### config.mk
export PLATFORM = sky130hd
export DESIGN_NAME = mux_scan_nt1
export DESIGN_NICKNAME = d
export VERILOG_FILES = /design/src/rtl/mux_scan_nt1.sv
export SDC_FILE = /design/constraint.sdc
export NUM_CORES = 1
export LEC_CHECK = 0
export ABC_AREA = 1
export BUFFER_PORTS_ARGS = -buffer_cell sky130_fd_sc_hd__buf_2
export CAP_MARGIN = 20
export CORE_MARGIN = 1.5
export CORE_UTILIZATION = 42
export CTS_CLUSTER_DIAMETER = 30
export DETAILED_ROUTE_END_ITERATION = 10
export PLACE_DENSITY = 0.85
export SLEW_MARGIN = 20
export SYNTH_ARGS = -nofsm -noshare
export SYNTH_HDL_FRONTEND = slang
export SYNTH_SLANG_ARGS = --single-unit
### constraint.sdc
create_clock -name clk -period 2.9 [get_ports clk]
set_input_delay 0.145 -clock clk [delete_from_list [all_inputs] [get_ports clk]]
set_output_delay 0.145 -clock clk [all_outputs]
set_load 0.005 [all_outputs]
### src/rtl/mux_scan_nt1.sv
// mux_scan_nt1: registered N-to-1 selector with manual select and automatic channel scan
module mux_scan_nt1 #(
    parameter int WIDTH = 32,
    parameter int NUM   = 8,
    parameter int SELW  = 3,
    parameter int DIV   = 4
) (
    input  logic                 clk,
    input  logic                 rst,
    input  logic [NUM*WIDTH-1:0] I,
    input  logic [SELW-1:0]      s,
    input  logic                 mode,
    input  logic [NUM-1:0]       en_mask,
    input  logic                 hold,
    output logic [WIDTH-1:0]     O,
    output logic [SELW-1:0]      ch,
    output logic                 strobe
);
    localparam int CW = (DIV > 1) ? $clog2(DIV) : 1;
    localparam int MW = 2 ** SELW;
    localparam logic [CW-1:0] TC = CW'(DIV - 1);

    logic [CW-1:0]    cnt;
    logic [WIDTH-1:0] chan [MW];
    logic [MW-1:0]    msk;
    logic [SELW-1:0]  nxt_en;
    logic [SELW-1:0]  ch_next;
    logic             found;
    logic             none;
    int               base;

    // Channels beyond NUM read as zero so any select value indexes safely
    for (genvar k = 0; k < MW; k++) begin : g_chan
        if (k < NUM) begin : g_in
            assign chan[k] = I[k*WIDTH +: WIDTH];
        end else begin : g_pad
            assign chan[k] = '0;
        end
    end

    assign msk  = MW'(en_mask);
    assign none = ~|en_mask;

    // Next enabled channel above ch with wrap; an out-of-range ch starts the search at 0
    always_comb begin
        nxt_en = ch;
        found  = 1'b0;
        base   = (int'(ch) < NUM) ? int'(ch) : NUM - 1;
        for (int i = 1; i <= NUM; i++) begin
            if (!found && msk[SELW'((base + i) % NUM)]) begin
                found  = 1'b1;
                nxt_en = SELW'((base + i) % NUM);
            end
        end
    end

    // Channel chosen for this edge: manual select, or scan advance at terminal count
    always_comb begin
        ch_next = mode ? ((!hold && cnt == TC) ? nxt_en : ch) : s;
    end

    // Dwell divider, channel pointer, registered data and change strobe
    always_ff @(posedge clk or posedge rst) begin
        if (rst) begin
            cnt    <= '0;
            ch     <= '0;
            O      <= '0;
            strobe <= 1'b0;
        end else begin
            cnt    <= !mode ? '0 : hold ? cnt : (cnt == TC) ? '0 : cnt + 1'b1;
            ch     <= ch_next;
            O      <= (mode && none) ? '0 : chan[ch_next];
            strobe <= ch_next != ch;
        end
    end
endmodule

==> impl_metrics.toml, run 1 <==
[clock_tree]
clock_path_buffers = 2
cts_sinks = 38
htreeDepth = 2
clock_latency_ns = 0.29
clock-root-buffer = "clkbuf_16"
cts_tree = "built"
cts_buffers = 5
clkSlewWorstSetupHoldPaths_ns = 0.06

[outcome]
status = "finished, violations left"
violations = "setup timing"

[route]
drt.antenna.violating_nets = 0
drt_iter0_markers = 949
wl_met3_um = 2750
wl_per_cell_um = 16.1
wl_met1_um = 10200
firstDrtPassIters = 8
dr_wl_met2_um = 11700
vias = 8331
routed_wl_um = 25500
routed.top_layer = "met4"
avgViaCountPerCell = 5.27
post-route-drc-count = 0

[setup_path]
regToRegStartpoint = "ch[0]$_DFF_PP0_"
start_kind = "register"
cp-startpoint = "ch[0]$_DFF_PP0_"
r2r_end = "O[12]$_DFF_PP0_"
cp-endpoint = "O[12]$_DFF_PP0_"
rrSetupSlack_ns = -0.06
cp.required_ns = 3.12
end_kind = "register"
r2r_cells = 22
arrival_ns = 3.18
crit_fanout = 9
path_class = "register to register"

[timing]
rsz0062_at_grt = "yes"
worst_slack_ns = -0.0555
fin_skew_ns = 0.00747
setup_violations = 7
fin_crit_ns = 2.96
drv_slew = 0
fmax_mhz = 338
worst_pin_slew_ns = 0.640
relSlewSlack_pct = 57.4
post-route-period-util_pct = 102
hold_viol_final = 0

[finish]
multi_input_area_um2 = 3920
final_core_util_pct = 68.9
nets = 1682
drive_above_1_share_pct = 37.2
final_area_um2 = 8800
nFillCells = 1062
synthToLayoutAreaGrowth_pct = 57.7
seqCellArea_um2 = 952

[global_route]
grt_overflow = 0
grt_pass1_wl_um = 37400
grt_pass1_vias = 7407
grt_max_degree = 66
grt_usage_pct = 33.2
grt_antenna_before_repair = 1

[placed_design]
hpwl_um = 18000
postPlaceCellArea_um2 = 7570
gp_congestion = 1.00
placement.io_buffers = 306

[floorplan]
die_area_um2 = 14000
io_pins = 307
rows = 41
die_y_um = 118
die_w_um = 118
core_um2 = 12800
initial_core_util_pct = 43.7

[yosys]
yosysTopAreaCell = "nand3_1"
synth_edf_count = 0
synth_top_flop_cell = "dfrtp_1"
ys_seq_area_share_pct = 17.1
ys_ff_latch = 38
synth_top_area_share_pct = 23.2
syn-num-nets = 1341
yosys_warnings = 0
synth.area.top_cells = "nand3_1, nand2_1, dfrtp_1"
syn-instance-count = 1067
ys_types = 31
synth-async-reset-ratio_pct = 100
syn_area_per_cell_um2 = 5.23
netlist_area_um2 = 5580

[pwr]
powerDensity_nw_per_um2 = 381
power.total_mw = 3.35
ir_worst_vdd_uv = 331
leakage_nw = 5.40

[worst_hold_path]
hold_class = "input pin to async pin"

[run]
maxCapViolCount = 0
-- worst max-delay path, cell delays in order, from the launching register on --
cell and delay (ns):
dfrtp_1 0.42, inv_2 0.09, ha_4 0.23, inv_4 0.09, nand3_2 0.12, nand2_1 0.09, nand2_1 0.05, nand2_1 0.09
inv_2 0.04, buf_4 0.15, nor3_4 0.20, nand4_1 0.11, nand2_1 0.10, nand2_2 0.06, nand3_4 0.11, nand2_8 0.13
buf_12 0.17, buf_16 0.14, nand2_2 0.07, nand2_1 0.08, nor2_2 0.18, nor2_1 0.06, nor2_1 0.08
-- cell usage after synthesis (2+ instances only) --
master,instances
nand3_4,2
dfrtp_1,38
inv_1,208
nand4_1,9
inv_2,3
nand2_2,3
nand3b_1,32
xor2_1,5
nor2_1,147
buf_2,28
o21ai_1,3
buf_4,13
a21oi_2,2
ha_1,3
buf_1,2
nand2_1,269
clkbuf_1,20
nand3_1,258
o21ai_0,3
a21oi_1,4
buf_6,5
-- metrics by stage --
step / setup TNS (ns) / hold WS [ns] / cells / setup WS [ns]
2_1_floorplan: 0 / 0.299 / 1067 / 0.0123
3_5_place_dp: -2.85 / 0.305 / 1533 / -0.162
4_1_cts: 0 / 0.00475 / 1561 / 0.00114
5_1_grt: -5.01 / 0.0685 / 1582 / -0.220
3_3_place_gp: -3.41 / 0.294 / 1533 / -0.195
6_report: -0.162 / 0.0192 / 1582 / -0.0555
-- per-layer routing --
metal,vias to the layer above,GRT usage (%)
li1,3954,-
met1,3718,44.3
met2,569,54.6
met3,90,5.79
met4,0,9.76
met5,-,0
-- timing repair --
item                                    4_1_cts  5_1_grt
cloned                                        7        6
hold buffers                                  0        0
endpoints found under the setup margin       32       33
pin swaps                                    12       29
gates resized for setup                      52       88
buffers inserted                             13       14
-- how the worst min path moves through the flow --
stage	startpoint	end	slack [ns]	cells after the start
6_report	rst	O[16]$_DFF_PP0_	0.02	3
5_1_grt	rst	O[16]$_DFF_PP0_	0.07	3
3_3_place_gp	rst	O[16]$_DFF_PP0_	0.29	3
4_1_cts	rst	O[4]$_DFF_PP0_	0.005	3
2_1_floorplan	hold	cnt[0]$_DFFE_PP0P_	0.30	2
3_5_place_dp	rst	O[16]$_DFF_PP0_	0.30	3
-- power by group --
group / total (mW) / switching (mW) / internal [mW] / leakage, nW
clock: 0.582 / 0.241 / 0.341 / 0.0729
sequential: 0.673 / 0.0459 / 0.627 / 0.435
combinational: 2.10 / 1.16 / 0.935 / 4.89
total: 3.35 / 1.45 / 1.90 / 5.40
-- cell type report --
class | instances | area share [%]
Multi-Input combinational cell | 750 | 44.5
Timing Repair Buffer | 402 | 31.4
Sequential cell | 38 | 10.8
Inverter | 211 | 9.06
Tap cell | 172 | 2.45
Clock buffer | 6 | 1.58
Clock inverter | 2 | 0.142
Antenna cell | 1 | 0.0284
-- sequential cells by signal, summed over array words and instances, names as in the netlist --
name / flops
O: 32
ch: 3
cnt: 2
strobe: 1
-- kinds of logic after synthesis --
| kind of cell | share of synthesized area, % |
|---|---|
| AND/OR/NAND/NOR | 58.8 |
| buffers and inverters | 21.0 |
| flip-flops | 17.1 |
| AO/OA/AOI/OAI | 1.59 |
| XOR/XNOR | 0.942 |
| adder cells (fa/ha/maj) | 0.673 |
-- cell usage in the layout, fill, tap and decap left out, types with 2 or more instances in the layout --
cell type	n
buf_2	308
nand4_1	9
inv_2	5
ha_4	2
dfrtp_1	37
inv_4	2
nand2_1	248
buf_16	5
clkbuf_16	11
a21oi_1	2
nand2_4	2
inv_1	203
a21oi_2	2
buf_4	52
xor2_1	3
buf_6	10
nor2_4	8
nand3b_1	32
nand3_4	4
nand2_2	21
o21ai_0	3
a21oi_4	2
nor2_2	30
nand3_1	233
nand3_2	23
o21ai_2	2
nor2_1	110
buf_12	19
Power figures use the tool's default switching activity.
==> run 2, diff against run 1 <==
clock period = 2.6 ns   (was 2.9 ns; I/O delays follow)
==> run 2 against run 1 <==
- first-iteration DRC count fell by 23%
- clock-buffer cell count unchanged
- via count increased by 1.8%
- sequential share of layout area decreased by 0.64 points
- hold slack gained 0.13 ns
- cell count is 1.6% higher
- routed wire length increased by 4.8%
- maximum frequency fell by 0.48%
- register-to-register slack lost 0.31 ns
- die area is the same
- non-clock buffer count rose by 27
- the flow still finishes with violations (setup timing)
- critical path type unchanged
- highest routed layer unchanged
- critical endpoint is now O[16]$_DFF_PP0_
==> impl_metrics.toml, run 2 (same netlist as run 1, synthesis figures left out) <==
[setup_path]
start_kind = "register"
crit_fanout = 6
cp.required_ns = 2.77
path_class = "register to register"
end_kind = "register"
arrival_ns = 3.14

[timing]
drv_slew = 0
fin_skew_ns = 0.00772
tns_ns = -8.15
setup_violations = 33
relSlewSlack_pct = 59.0
worst_pin_slew_ns = 0.616
hold_viol_final = 0
fin_crit_ns = 2.97
rsz0062_at_grt = "yes"
post-route-period-util_pct = 114
worst_slack_ns = -0.370
fmax_mhz = 337

[finish]
largest_register_ffs = 32
synthToLayoutAreaGrowth_pct = 67.8
top_regs = "O x32, ch x3, cnt x2"
layout_common_cells = "buf_2, nand2_1, inv_1, nand3_1, nor2_1"
drive_above_1_share_pct = 41.2
final_area_um2 = 9360
layout_commonest_cell = "buf_2"
nets = 1709
nFillCells = 1045
regMostFlops = "O"
antenna_cells = 0

[pwr]
ir_worst_vdd_uv = 281
power.total_mw = 3.95
powerDensity_nw_per_um2 = 422
leakage_nw = 5.68

[floorplan]
die_y_um = 118
die_w_um = 118
io_pins = 307
rows = 41
initial_core_util_pct = 43.7
core_um2 = 12800
die_area_um2 = 14000

[clock_tree]
cts_tree = "built"
cts_buffers = 5
clkSlewWorstSetupHoldPaths_ns = 0.07
htreeDepth = 2
clock-root-buffer = "clkbuf_16"
clock_path_buffers = 2
clock_latency_ns = 0.29
cts_sinks = 38

[global_route]
grt_pass1_vias = 7695
grt_usage_pct = 33.7
grt_overflow = 0
grt_max_degree = 84
grt_pass1_wl_um = 37900
grt_antenna_before_repair = 0

[run]
maxCapViolCount = 0

[placed_design]
hpwl_um = 18100
postPlaceCellArea_um2 = 7880
placement.io_buffers = 306
gp_congestion = 0.980

[route]
routed_wl_um = 26700
wl_per_cell_um = 16.6
firstDrtPassIters = 6
drt_iter0_markers = 732
drt.antenna.violating_nets = 0
vias = 8478
post-route-drc-count = 0
avgViaCountPerCell = 5.27

[worst_hold_path]
hold_class = "input pin to register"

[outcome]
violations = "setup timing"
status = "finished, violations left"
-- run 2: cell count changes in the layout (fill, tap and decap cells not counted), moves of 6 or more --
cell	previous run	this run
nand3_1	233	204
nand2_1	248	224
nand3_2	23	45
nand2_2	21	39
buf_4	52	66
nor2_1	110	121
nor2_2	30	21
nand3_4	4	11
clkbuf_16	11	17
nand2_4	2	8
-- run 2: metrics by stage --
step / setup WS, ns / hold slack, ns / instances / util [%]
detailed placement: -0.478 / 0.289 / 1564 / 61.7
finish: -0.370 / 0.148 / 1608 / 73.3
CTS: -0.207 / 0.140 / 1593 / 67.1
global route: -0.541 / 0.178 / 1608 / 73.3
floorplan: -0.0562 / 0.284 / 1067 / -
global placement: -0.474 / 0.285 / 1564 / 61.7
-- run 2: power breakdown --
| part | switching [mW] | internal (mW) | total, mW |
|---|---|---|---|
| clock network | 0.275 | 0.381 | 0.656 |
| registers | 0.0475 | 0.699 | 0.746 |
| logic | 1.39 | 1.16 | 2.55 |
-- run 2: repair_timing --
action,CTS,global route
buffers inserted,15,3
gates resized for setup,74,113
pin swaps,27,42
endpoints found under the setup margin,33,34
endpoints found under the hold margin,38,0
gates cloned,5,13
hold buffers,1,0
-- run 2: metal layers --
| metal | vias up | track usage, % | wire, um |
|---|---|---|---|
| met5 | - | 0 | 0 |
| met4 | 0 | 11.9 | 1230 |
| met3 | 124 | 5.16 | 2590 |
| met2 | 577 | 56.5 | 12300 |
| met1 | 3760 | 43.8 | 10500 |
| li1 | 4017 | - | - |
-- run 2: worst paths after layout --
kind	cells past startpoint	endpoint	startpoint	slack [ns]
hold / removal	3	cnt[0]$_DFFE_PP0P_	hold	0.15
max in group asynchronous	4	ch[1]$_DFF_PP0_	rst	1.61
setup / recovery	23	O[16]$_DFF_PP0_	ch[0]$_DFF_PP0_	-0.37
min in group asynchronous	4	O[16]$_DFF_PP0_	rst	0.59
setup reg to reg	23	O[16]$_DFF_PP0_	ch[0]$_DFF_PP0_	-0.37
hold reg to reg	2	cnt[1]$_DFFE_PP0P_	cnt[1]$_DFFE_PP0P_	0.54
-- run 2: cell type report --
type                       instances  area, um^2  area share, %
timing repair buffer             429        3090           33.0
multi-input combinational        750        4140           44.2
clock buffer                       6         139           1.48
inverter                         211         807           8.62
tap                              172         215           2.30
sequential                        38         953           10.2
clock inverter                     2        12.5          0.134
-- run 2: critical path, cell delays in order, from the launching register on --
cell,delay [ns]
dfrtp_2,0.43
inv_2,0.09
ha_4,0.24
inv_8,0.10
nand3_4,0.08
nand3_4,0.09
nand2_4,0.08
inv_4,0.08
nand3_4,0.11
nor2_8,0.14
nand4_4,0.12
nand2_1,0.09
nand2_1,0.06
nand2_2,0.08
nand3_4,0.14
nand2_8,0.17
buf_12,0.15
buf_16,0.12
nand2_1,0.06
nand2_1,0.07
nor2_1,0.05
nor2_1,0.12
buf_4,0.12
nor2_1,0.04
